`src/rtl/wb_port_arbiter_if.sv`:
```
// rtl/wb_port_arbiter_if.sv - pipeline/long-latency/regfile signal bundle for wb_port_arbiter
interface wb_port_arbiter_if #(
    parameter int XLEN = 64
);
    logic            pipe_wreg_i;
    logic [4:0]      pipe_rd_addr_i;
    logic [XLEN-1:0] pipe_wdata_i;
    logic            ll_valid_i;
    logic            ll_ready_o;
    logic [4:0]      ll_rd_addr_i;
    logic [XLEN-1:0] ll_wdata_i;
    logic            rf_we_o;
    logic [4:0]      rf_waddr_o;
    logic [XLEN-1:0] rf_wdata_o;
    logic            wb_back_wreg_o;
    logic [4:0]      wb_back_rd_addr_o;
    logic [XLEN-1:0] wb_back_wdata_o;
    logic            stall_req_o;
    logic [31:0]     stat_conflict_o;
    logic [31:0]     stat_drain_o;

    modport slave (
        input  pipe_wreg_i, pipe_rd_addr_i, pipe_wdata_i,
        input  ll_valid_i, ll_rd_addr_i, ll_wdata_i,
        output ll_ready_o,
        output rf_we_o, rf_waddr_o, rf_wdata_o,
        output wb_back_wreg_o, wb_back_rd_addr_o, wb_back_wdata_o,
        output stall_req_o, stat_conflict_o, stat_drain_o
    );

    modport master (
        output pipe_wreg_i, pipe_rd_addr_i, pipe_wdata_i,
        output ll_valid_i, ll_rd_addr_i, ll_wdata_i,
        input  ll_ready_o,
        input  rf_we_o, rf_waddr_o, rf_wdata_o,
        input  wb_back_wreg_o, wb_back_rd_addr_o, wb_back_wdata_o,
        input  stall_req_o, stat_conflict_o, stat_drain_o
    );
endinterface

```
`src/rtl/wb_port_arbiter.sv`:
```
// rtl/wb_port_arbiter.sv - regfile write-port arbiter between pipeline writeback and buffered long-latency results
// Define WB_ARB_STATS_EN to enable the conflict/drain statistics counters.
module wb_port_arbiter #(
    parameter int XLEN       = 64,
    parameter int FIFO_DEPTH = 2,
    parameter int STARVE_MAX = 4
) (
    input  logic               clk,
    input  logic               rst,
    wb_port_arbiter_if.slave   bus
);
    localparam int AW = $clog2(FIFO_DEPTH);
    localparam int CW = AW + 1;
    localparam logic [3:0] SMAX = 4'(STARVE_MAX);

    typedef enum logic {S_NORMAL, S_DRAIN} state_e;

    state_e          state_q, state_d;
    logic [3:0]      starve_q, starve_d;
    logic [FIFO_DEPTH-1:0] vld_q, vld_d;
    logic [4:0]      rd_q  [FIFO_DEPTH];
    logic [4:0]      rd_d  [FIFO_DEPTH];
    logic [XLEN-1:0] dat_q [FIFO_DEPTH];
    logic [XLEN-1:0] dat_d [FIFO_DEPTH];
    logic [CW-1:0]   n;

    logic pipe_req, full, nonempty, ll_ready, push, enq;
    logic grant_pipe, pop, conflict;
    logic            we;
    logic [4:0]      waddr;
    logic [XLEN-1:0] wdata;

    assign pipe_req   = bus.pipe_wreg_i && (bus.pipe_rd_addr_i != 5'd0);
    assign full       = &vld_q;
    assign nonempty   = vld_q[0];
    assign ll_ready   = !rst && !full && (state_q == S_NORMAL);
    assign push       = bus.ll_valid_i && ll_ready;
    assign enq        = push && (bus.ll_rd_addr_i != 5'd0);
    assign grant_pipe = (state_q == S_NORMAL) && pipe_req;
    assign pop        = !grant_pipe && nonempty;
    assign conflict   = grant_pipe && nonempty;

    // Entries are kept packed at the low slots; kills and pops re-compact them
    always_comb begin
        vld_d = '0;
        rd_d  = rd_q;
        dat_d = dat_q;
        n     = '0;
        for (int i = 0; i < FIFO_DEPTH; i++) begin
            if (vld_q[i] && !(grant_pipe && rd_q[i] == bus.pipe_rd_addr_i) && !(i == 0 && pop)) begin
                vld_d[n[AW-1:0]] = 1'b1;
                rd_d[n[AW-1:0]]  = rd_q[i];
                dat_d[n[AW-1:0]] = dat_q[i];
                n = n + CW'(1);
            end
        end
        if (enq) begin
            vld_d[n[AW-1:0]] = 1'b1;
            rd_d[n[AW-1:0]]  = bus.ll_rd_addr_i;
            dat_d[n[AW-1:0]] = bus.ll_wdata_i;
        end
    end

    always_comb begin
        starve_d = starve_q;
        if (pop || vld_d == '0)
            starve_d = 4'd0;
        else if (conflict && starve_q != 4'hF)
            starve_d = starve_q + 4'd1;
        state_d = state_q;
        case (state_q)
            S_NORMAL: if (conflict && starve_d == SMAX) state_d = S_DRAIN;
            S_DRAIN:  if (vld_d == '0) state_d = S_NORMAL;
            default:  state_d = S_NORMAL;
        endcase
    end

    always_ff @(posedge clk or posedge rst) begin
        if (rst) begin
            state_q  <= S_NORMAL;
            starve_q <= 4'd0;
            vld_q    <= '0;
            for (int i = 0; i < FIFO_DEPTH; i++) begin
                rd_q[i]  <= 5'd0;
                dat_q[i] <= '0;
            end
        end else begin
            state_q  <= state_d;
            starve_q <= starve_d;
            vld_q    <= vld_d;
            rd_q     <= rd_d;
            dat_q    <= dat_d;
        end
    end

    always_comb begin
        we    = 1'b0;
        waddr = 5'd0;
        wdata = '0;
        if (!rst && grant_pipe) begin
            we    = 1'b1;
            waddr = bus.pipe_rd_addr_i;
            wdata = bus.pipe_wdata_i;
        end else if (!rst && pop) begin
            we    = 1'b1;
            waddr = rd_q[0];
            wdata = dat_q[0];
        end
    end

    assign bus.ll_ready_o        = ll_ready;
    assign bus.rf_we_o           = we;
    assign bus.rf_waddr_o        = waddr;
    assign bus.rf_wdata_o        = wdata;
    assign bus.wb_back_wreg_o    = we;
    assign bus.wb_back_rd_addr_o = waddr;
    assign bus.wb_back_wdata_o   = wdata;
    assign bus.stall_req_o       = (state_q == S_DRAIN);

`ifdef WB_ARB_STATS_EN
    logic [31:0] stat_conf_q, stat_drain_q;

    always_ff @(posedge clk or posedge rst) begin
        if (rst) begin
            stat_conf_q  <= 32'd0;
            stat_drain_q <= 32'd0;
        end else begin
            if (conflict)           stat_conf_q  <= stat_conf_q + 32'd1;
            if (state_q == S_DRAIN) stat_drain_q <= stat_drain_q + 32'd1;
        end
    end

    assign bus.stat_conflict_o = stat_conf_q;
    assign bus.stat_drain_o    = stat_drain_q;
`else
    assign bus.stat_conflict_o = 32'd0;
    assign bus.stat_drain_o    = 32'd0;
`endif
endmodule

```
`src/flat_wrapper.sv`:
```
// flat-port wrapper written by rule: the top's interface ports become plain ports
module wb_port_arbiter_flat 
#(
    parameter int XLEN       = 64,
    parameter int FIFO_DEPTH = 2,
    parameter int STARVE_MAX = 4
)
  (clk, rst, bus_pipe_wreg_i, bus_pipe_rd_addr_i, bus_pipe_wdata_i, bus_ll_valid_i, bus_ll_rd_addr_i, bus_ll_wdata_i, bus_ll_ready_o, bus_rf_we_o, bus_rf_waddr_o, bus_rf_wdata_o, bus_wb_back_wreg_o, bus_wb_back_rd_addr_o, bus_wb_back_wdata_o, bus_stall_req_o, bus_stat_conflict_o, bus_stat_drain_o);
  wb_port_arbiter_if #(.XLEN(XLEN)) bus_i ();
  input  logic clk;
  input  logic rst;
  input wire logic [$bits(bus_i.pipe_wreg_i)-1:0] bus_pipe_wreg_i;
  input wire logic [$bits(bus_i.pipe_rd_addr_i)-1:0] bus_pipe_rd_addr_i;
  input wire logic [$bits(bus_i.pipe_wdata_i)-1:0] bus_pipe_wdata_i;
  input wire logic [$bits(bus_i.ll_valid_i)-1:0] bus_ll_valid_i;
  input wire logic [$bits(bus_i.ll_rd_addr_i)-1:0] bus_ll_rd_addr_i;
  input wire logic [$bits(bus_i.ll_wdata_i)-1:0] bus_ll_wdata_i;
  output wire logic [$bits(bus_i.ll_ready_o)-1:0] bus_ll_ready_o;
  output wire logic [$bits(bus_i.rf_we_o)-1:0] bus_rf_we_o;
  output wire logic [$bits(bus_i.rf_waddr_o)-1:0] bus_rf_waddr_o;
  output wire logic [$bits(bus_i.rf_wdata_o)-1:0] bus_rf_wdata_o;
  output wire logic [$bits(bus_i.wb_back_wreg_o)-1:0] bus_wb_back_wreg_o;
  output wire logic [$bits(bus_i.wb_back_rd_addr_o)-1:0] bus_wb_back_rd_addr_o;
  output wire logic [$bits(bus_i.wb_back_wdata_o)-1:0] bus_wb_back_wdata_o;
  output wire logic [$bits(bus_i.stall_req_o)-1:0] bus_stall_req_o;
  output wire logic [$bits(bus_i.stat_conflict_o)-1:0] bus_stat_conflict_o;
  output wire logic [$bits(bus_i.stat_drain_o)-1:0] bus_stat_drain_o;
  assign bus_i.pipe_wreg_i = bus_pipe_wreg_i;
  assign bus_i.pipe_rd_addr_i = bus_pipe_rd_addr_i;
  assign bus_i.pipe_wdata_i = bus_pipe_wdata_i;
  assign bus_i.ll_valid_i = bus_ll_valid_i;
  assign bus_i.ll_rd_addr_i = bus_ll_rd_addr_i;
  assign bus_i.ll_wdata_i = bus_ll_wdata_i;
  assign bus_ll_ready_o = bus_i.ll_ready_o;
  assign bus_rf_we_o = bus_i.rf_we_o;
  assign bus_rf_waddr_o = bus_i.rf_waddr_o;
  assign bus_rf_wdata_o = bus_i.rf_wdata_o;
  assign bus_wb_back_wreg_o = bus_i.wb_back_wreg_o;
  assign bus_wb_back_rd_addr_o = bus_i.wb_back_rd_addr_o;
  assign bus_wb_back_wdata_o = bus_i.wb_back_wdata_o;
  assign bus_stall_req_o = bus_i.stall_req_o;
  assign bus_stat_conflict_o = bus_i.stat_conflict_o;
  assign bus_stat_drain_o = bus_i.stat_drain_o;
  wb_port_arbiter #(.XLEN(XLEN), .FIFO_DEPTH(FIFO_DEPTH), .STARVE_MAX(STARVE_MAX)) u_core (.clk(clk), .rst(rst), .bus(bus_i));
endmodule
```
`config.mk`:
```
export PLATFORM = sky130hd
export DESIGN_NAME = wb_port_arbiter_flat
export DESIGN_NICKNAME = d
export VERILOG_FILES = /design/src/rtl/wb_port_arbiter_if.sv /design/src/rtl/wb_port_arbiter.sv /design/src/flat_wrapper.sv
export SDC_FILE = /design/constraint.sdc
export NUM_CORES = 1
export LEC_CHECK = 0
export BUFFER_PORTS_ARGS = -buffer_cell sky130_fd_sc_hd__clkbuf_2
export CAP_MARGIN = 20
export CORE_AREA = 2 2 136 138
export CTS_BUF_LIST = sky130_fd_sc_hd__clkbuf_2 sky130_fd_sc_hd__clkbuf_4 sky130_fd_sc_hd__clkbuf_8
export DETAILED_ROUTE_END_ITERATION = 8
export DIE_AREA = 0 0 138 140
export GPL_TIMING_DRIVEN = 1
export PLACE_DENSITY = 0.82
export SYNTH_ARGS = -nofsm -noshare
export SYNTH_HDL_FRONTEND = slang
export SYNTH_SLANG_ARGS = --single-unit
```
`constraint.sdc`:
```
create_clock -name clk -period 5.6 [get_ports clk]
set_input_delay 1.12 -clock clk [delete_from_list [all_inputs] [get_ports clk]]
set_output_delay 1.12 -clock clk [all_outputs]
set_load 0.02 [all_outputs]
```
==> metrics.txt, run 1 <==
status=complete, no violations; RSZ-0062 raised after global routing=false; Final nets=1144; Initial Util=0.462; TNS Setup=0 ps; post-synthesis sequential area ratio=0.441; All-Layer GR Usage=0.211; Worst Tran Pin Value=1020 ps; Worst-path clk slew=70 ps; CTS Root Cell=clkbuf_8; Crit Path Max Fanout=35; TritonCTS clock tree=built; Finished Cell Area=0.00938 sq mm; # diodes=0; WL/cell=17.0 um; #FFs+latches synth=145; required time worst endpoint=4480 ps; Pwr Density=466 mW/mm^2; CTS Buf Count=17; Die Ht=140 um; initial antenna violation count=0; final setup violation count=0; Synth top area share=0.441; DRC marker count from the first detailed-route iteration=382; worst skew pair latency=450 ps; # Max-Cap Violations=0; Post-DP Area=0.00891 sq mm; synth unique cells=44; main combinational cell family by area after synthesis=compound AO/OA/AOI/OAI gates; Peak VDD IR=226 uV; grt ovf=0; post-synthesis simple-gate area fraction=0.0903; hold buffers post-CTS=0; DRT Pass-1 Iters=5; PortBufs=283; via count=6762; Die W=138 um; Reg2Reg Setup Slack=2540 ps; largest area contributor in the netlist=dfrtp_1; synth top area cells=dfrtp_1 44%, buf_4 13%, mux2_2 9.5%; mux contribution to synthesized area=0.0957; Hold Crit Class=flip-flop to flip-flop; DR DRC count=0; clk buf depth=2; placer congestion estimate=0.861; final hold vios=0; fmax=211 MHz; vias per cell=5.45; Post-synth EDFFs=0; first-pass GRT wire length=33500 um; Rows=49; Cells after Synth=821; Synth async-reset ratio=1.00; layout cell share with drive strength beyond 1=0.403; worst relative slew slack=0.321; critical path arrival=3620 ps; Main synth FF type=dfrtp_1; top-count cell post-synth=buf_4; Synth Area in XOR/XNOR=0.0107; Avg Synthesized Cell Area=10.0 sq um; P_leak=4.61 nW; CORE AREA=0.0178 sq mm; DP Wirelength=13800 um; quantity of gates resized following cts=0; Worst Clk Skew=13.2 ps; Slew Viols, Final=0; clock sinks=145; H-tree depth=4; Synth Warn #=0; post-CTS setup buffers=0; antenna viol nets, final=0; Synth Area in Adders=0.00457; die footprint=0.0193 sq mm; Synth Area in Compound Gates=0.187; fin crit share=0.847; wirelength, routed=21100 um; vias in the first global route=6525; minimum clock period=4740 ps; largest net degree at the start of global routing=78; Worst setup EP type=output pin; most instantiated cells after synthesis=146 x buf_4, 145 x dfrtp_1, 73 x nor2_1; startpoint types=input pin; P&R area growth vs syn=14.1%; Crit Path Class=input pin to output pin; I/O pin total=348; synthesized area=0.00822 sq mm
## critical path, stage by stage
cell and delay [ps]:
clkbuf_2 120, or4_4 550, o21ai_2 290, nand2_1 190, nor2_4 420, buf_4 460, a22o_1 260, clkbuf_2 190
## path summary, 6_finish.rpt
| kind | startpoint | cells after the start | end |
|---|---|---|---|
| min in group asynchronous | rst | 2 | u_core.rd_q[4] |
| max | bus_pipe_rd_addr_i[0] | 8 | bus_rf_waddr_o[3] |
| max in group asynchronous | rst | 3 | u_core.dat_q[30] |
| min | u_core.dat_q[1] | 1 | u_core.dat_q[1] |
| max reg2reg | u_core.bus.stall_req_o | 6 | u_core.dat_q[32] |
| min reg2reg | u_core.dat_q[1] | 1 | u_core.dat_q[1] |
## logic make-up after synthesis
kind of cell,count (synthesis)
AOI/OAI and AO/OA,225
xor gates and xnor gates,10
adders and majority gates,3
buffers and inverters,205
DFF,145
muxes,70
other,1
and+or+nand+nor,162
## sequential cells by signal, summed over array words and instances, names as in the netlist
signal / cells
u_core.dat_q: 128
u_core.rd_q: 10
u_core.starve_q: 4
u_core.bus.stall_req_o: 1
u_core.vld_q: 2
## area by class of cell
class | count | area [sq um]
fillers | 1598 | 8400
flip-flops and latches | 145 | 3630
multi-input cells | 534 | 3460
repair buffers | 295 | 1510
well taps | 229 | 287
clock buffers | 20 | 263
clock inverters | 12 | 205
inverters | 6 | 30.0
## cells in the final DEF (no fill, tap or decap), types with 4 or more instances in the layout
cell	n
xnor2_1	7
dfrtp_1	145
buf_4	12
nor2_1	72
nand2_1	6
o21ai_1	69
clkbuf_8	18
clkbuf_2	283
conb_1	64
mux2_2	69
a22o_1	69
a31oi_1	69
bufinv_16	5
a21oi_1	4
nand3_1	71
## where the power goes
part / total, W / switching, W / internal, W
clock: 0.000976 / 0.000420 / 0.000556
sequential: 0.00186 / 0.000300 / 0.00156
combinational: 0.00154 / 0.000881 / 0.000656
## metal layers
| metal | GRT usage | vias up | wire [um] |
|---|---|---|---|
| met3 | 0.0427 | 19 | 1310 |
| met4 | 0.0666 | 0 | 242 |
| met1 | 0.262 | 3349 | 8570 |
| met5 | 0 | - | 0 |
| li1 | - | 3114 | - |
| met2 | 0.373 | 280 | 11000 |
## stage by stage
stage	util	power, W	worst slack (ps)	std cells	hold slack, ps
floorplan	-	0.00309	585	884	479
global placement	0.501	0.00333	975	1209	485
detailed placement	0.501	0.00341	876	1209	492
CTS	0.528	0.00439	850	1241	511
global route	0.528	0.00464	695	1241	521
finish	0.528	0.00437	859	1241	509
(Power assumes the default switching activity.)
==> inputs of run 2 (changes only) <==
--- a/config.mk
+++ b/config.mk
@@ -5,14 +5,15 @@
 export SDC_FILE = /design/constraint.sdc
 export NUM_CORES = 1
 export LEC_CHECK = 0
+export ABC_AREA = 1
 export BUFFER_PORTS_ARGS = -buffer_cell sky130_fd_sc_hd__clkbuf_2
 export CAP_MARGIN = 20
-export CORE_AREA = 2 2 136 138
+export CORE_MARGIN = 2
+export CORE_UTILIZATION = 46
 export CTS_BUF_LIST = sky130_fd_sc_hd__clkbuf_2 sky130_fd_sc_hd__clkbuf_4 sky130_fd_sc_hd__clkbuf_8
 export DETAILED_ROUTE_END_ITERATION = 8
-export DIE_AREA = 0 0 138 140
 export GPL_TIMING_DRIVEN = 1
-export PLACE_DENSITY = 0.82
+export PLACE_DENSITY = 0.83
 export SYNTH_ARGS = -nofsm -noshare
 export SYNTH_HDL_FRONTEND = slang
 export SYNTH_SLANG_ARGS = --single-unit
==> constraint.sdc (replaced) <==
create_clock -name clk -period 4.1 [get_ports clk]
set_input_delay 0.82 -clock clk [delete_from_list [all_inputs] [get_ports clk]]
set_output_delay 0.82 -clock clk [all_outputs]
set_load 0.02 [all_outputs]
==> run 2 against run 1 <==
  * Final cell count grew 31%
  * Utilization up 1.3 points
  * Die area up 4.6%
  * Sequential power up 20%
  * Non-clock buffer count grew 4
  * Combinational power grew 34%
  * Wire length rose by 12%
  * Clock power rose by 39%
  * Critical path type is now flip-flop to output pin
  * Largest cell class unchanged
==> metrics.txt, run 2 <==
status=complete, no violations; # diodes=0; grt ovf=0; placed insts=1589; final setup violation count=0; All-Layer GR Usage=0.232; max reg flops=128; DRT Pass-1 Iters=5; Post-synth EDFFs=0; required time worst endpoint=3280 ps; critical-path cell list=nor2_1 -> nand3_4 -> buf_4 -> o22ai_1 -> clkbuf_2; largest net degree at the start of global routing=77; Crit path max-delay family=simple AND/OR/NAND/NOR gates; Peak VDD IR=239 uV; I/O pin total=348; Final nets=1519; die footprint=0.0202 sq mm; clock sinks=145; Rows=50; Die W=142 um; Pwr Density=559 mW/mm^2; wirelength, routed=23700 um; PortBufs=283; vias in the first global route=7539; initial antenna violation count=0; TritonCTS clock tree=built; synthesized area=0.00878 sq mm; WL/cell=14.6 um; Worst Tran Pin Value=981 ps; synth top area cells=dfrtp_1 41%, buf_4 12%, nand2_1 9.8%; worst skew pair latency=450 ps; final hold vios=0; Crit Path Max Fanout=50; Finished Core Util=0.541; largest area contributor in the netlist=dfrtp_1; Worst Clk Skew=13.5 ps; Die Ht=142 um; Post-Layout Cell Count=1621; startpoint types=flip-flop; Initial Util=0.469; slowest CP cell=nand3_4; Hold Crit Class=input pin to async pin; DR DRC count=0; post-CTS setup buffers=0; RSZ-0062 raised after global routing=false; fill count=1748; CTS Buf Count=17; Power Total=0.00565 W; commonest cells after routing, fill and taps aside=283 x clkbuf_2, 228 x nand2_1, 221 x inv_1, 144 x dfrtp_1, 77 x nor2_1; top-count cell post-synth=nand2_1; most instantiated cells after synthesis=229 x nand2_1, 222 x inv_1, 145 x dfrtp_1; Worst-path clk slew=80 ps; P_leak=6.10 nW; Avg Synthesized Cell Area=7.32 sq um; H-tree depth=4; Pint=0.00353 W; quantity of gates resized following cts=0; placer congestion estimate=0.848; CORE AREA=0.0187 sq mm; clock share of power=0.240; CP max stage delay=540 ps; switching share of power=0.375; DP Wirelength=15900 um; Crit Path Class=flip-flop to output pin; via count=8016; Slew Viols, Final=0; # Max-Cap Violations=0; Post-DP Area=0.00964 sq mm; Synth top area share=0.413; Worst setup EP type=output pin; first-pass GRT wire length=37000 um; minimum clock period=3520 ps; Synth Warn #=0; CTS Root Cell=clkbuf_8; Cells after Synth=1199; synth unique cells=25; fin crit share=0.858; Synth async-reset ratio=1.00; Finished Cell Area=0.0101 sq mm; hold buffers post-CTS=0; Biggest register=u_core.dat_q; post-synthesis sequential area ratio=0.413; worst relative slew slack=0.346; DRC marker count from the first detailed-route iteration=602; Sw Pwr=0.00212 W; combinational group share of total power=0.364; Largest regs=u_core.dat_q (128), u_core.rd_q (10), u_core.starve_q (4); critical path arrival=2700 ps; commonest non-fill, non-tap cell in the layout=clkbuf_2; Main synth FF type=dfrtp_1; Worst Path Buf+Inv=2; antenna viol nets, final=0; vias per cell=4.95; P&R area growth vs syn=15.3%; clk buf depth=2; fmax=284 MHz; Reg power frac=0.396; layout cell share with drive strength beyond 1=0.249; #FFs+latches synth=145
==> run 2: through the flow <==
| stage | setup slack [ps] | TNS (ps) | hold slack [ps] |
|---|---|---|---|
| after global routing | 453 | 0 | 300 |
| after CTS | 575 | 0 | 294 |
| after detailed placement | 608 | 0 | 500 |
| after global placement | 673 | 0 | 489 |
| final | 582 | 0 | 314 |
| after floorplan | -899 | -110880 | 481 |
==> run 2: worst paths after layout <==
check,cells after the start,slack [ps],to,from
worst max-delay path,5,580,bus_rf_wdata_o[37],u_core.bus.stall_req_o
worst min-delay path,2,310,u_core.dat_q[3],rst
worst max register to register,13,1100,u_core.dat_q[67],u_core.bus.stall_req_o
worst min register to register,2,510,u_core.dat_q[51],u_core.dat_q[51]
max in group asynchronous,4,2190,u_core.dat_q[107],rst
min in group clk,2,510,u_core.dat_q[51],u_core.dat_q[51]
==> run 2: cells by family after synthesis <==
logic type	Yosys count	synth area share
xor gates and xnor gates	11	0.0110
AOI/OAI and AO/OA	145	0.0925
other	1	0.000427
and+or+nand+nor	464	0.234
DFF	145	0.413
adders and majority gates	3	0.00427
buffers and inverters	430	0.244
==> run 2: layer usage <==
layer	GRT usage	part of all wire
met2	0.391	0.49
met3	0.0474	0.066
met5	0	0
met4	0.106	0.033
met1	0.286	0.41
==> run 2: worst register-to-register path, cell delays in order, from the launching register on <==
cell and delay [ps]:
dfrtp_1 450, nor2_1 320, nand2_1 200, nor3_2 150
nand2_2 90, nand2_1 100, inv_1 50, ha_1 340
inv_1 90, nand3_2 260, inv_2 350, buf_12 320
nand2_1 110, nand2_1 80
==> run 2: power by group through the flow <==
| stage | clock network [W] | logic [W] | registers (W) |
|---|---|---|---|
| 2_1_floorplan | 0 | 0.00166 | 0.00221 |
| 3_3_place_gp | 0 | 0.00198 | 0.00224 |
| 3_5_place_dp | 0 | 0.00204 | 0.00226 |
| 4_1_cts | 0.00138 | 0.00206 | 0.00223 |
| 5_1_grt | 0.00146 | 0.00233 | 0.00229 |
| 6_report | 0.00136 | 0.00206 | 0.00224 |
==> run 2: layout make-up <==
type	instances	area [sq um]	area share
clock buffer	24	312	0.0308
clock inverter	8	174	0.0172
inverter	224	845	0.0834
multi-input combinational	687	3280	0.324
sequential	145	3630	0.359
tap	234	293	0.0289
timing repair buffer	299	1590	0.157
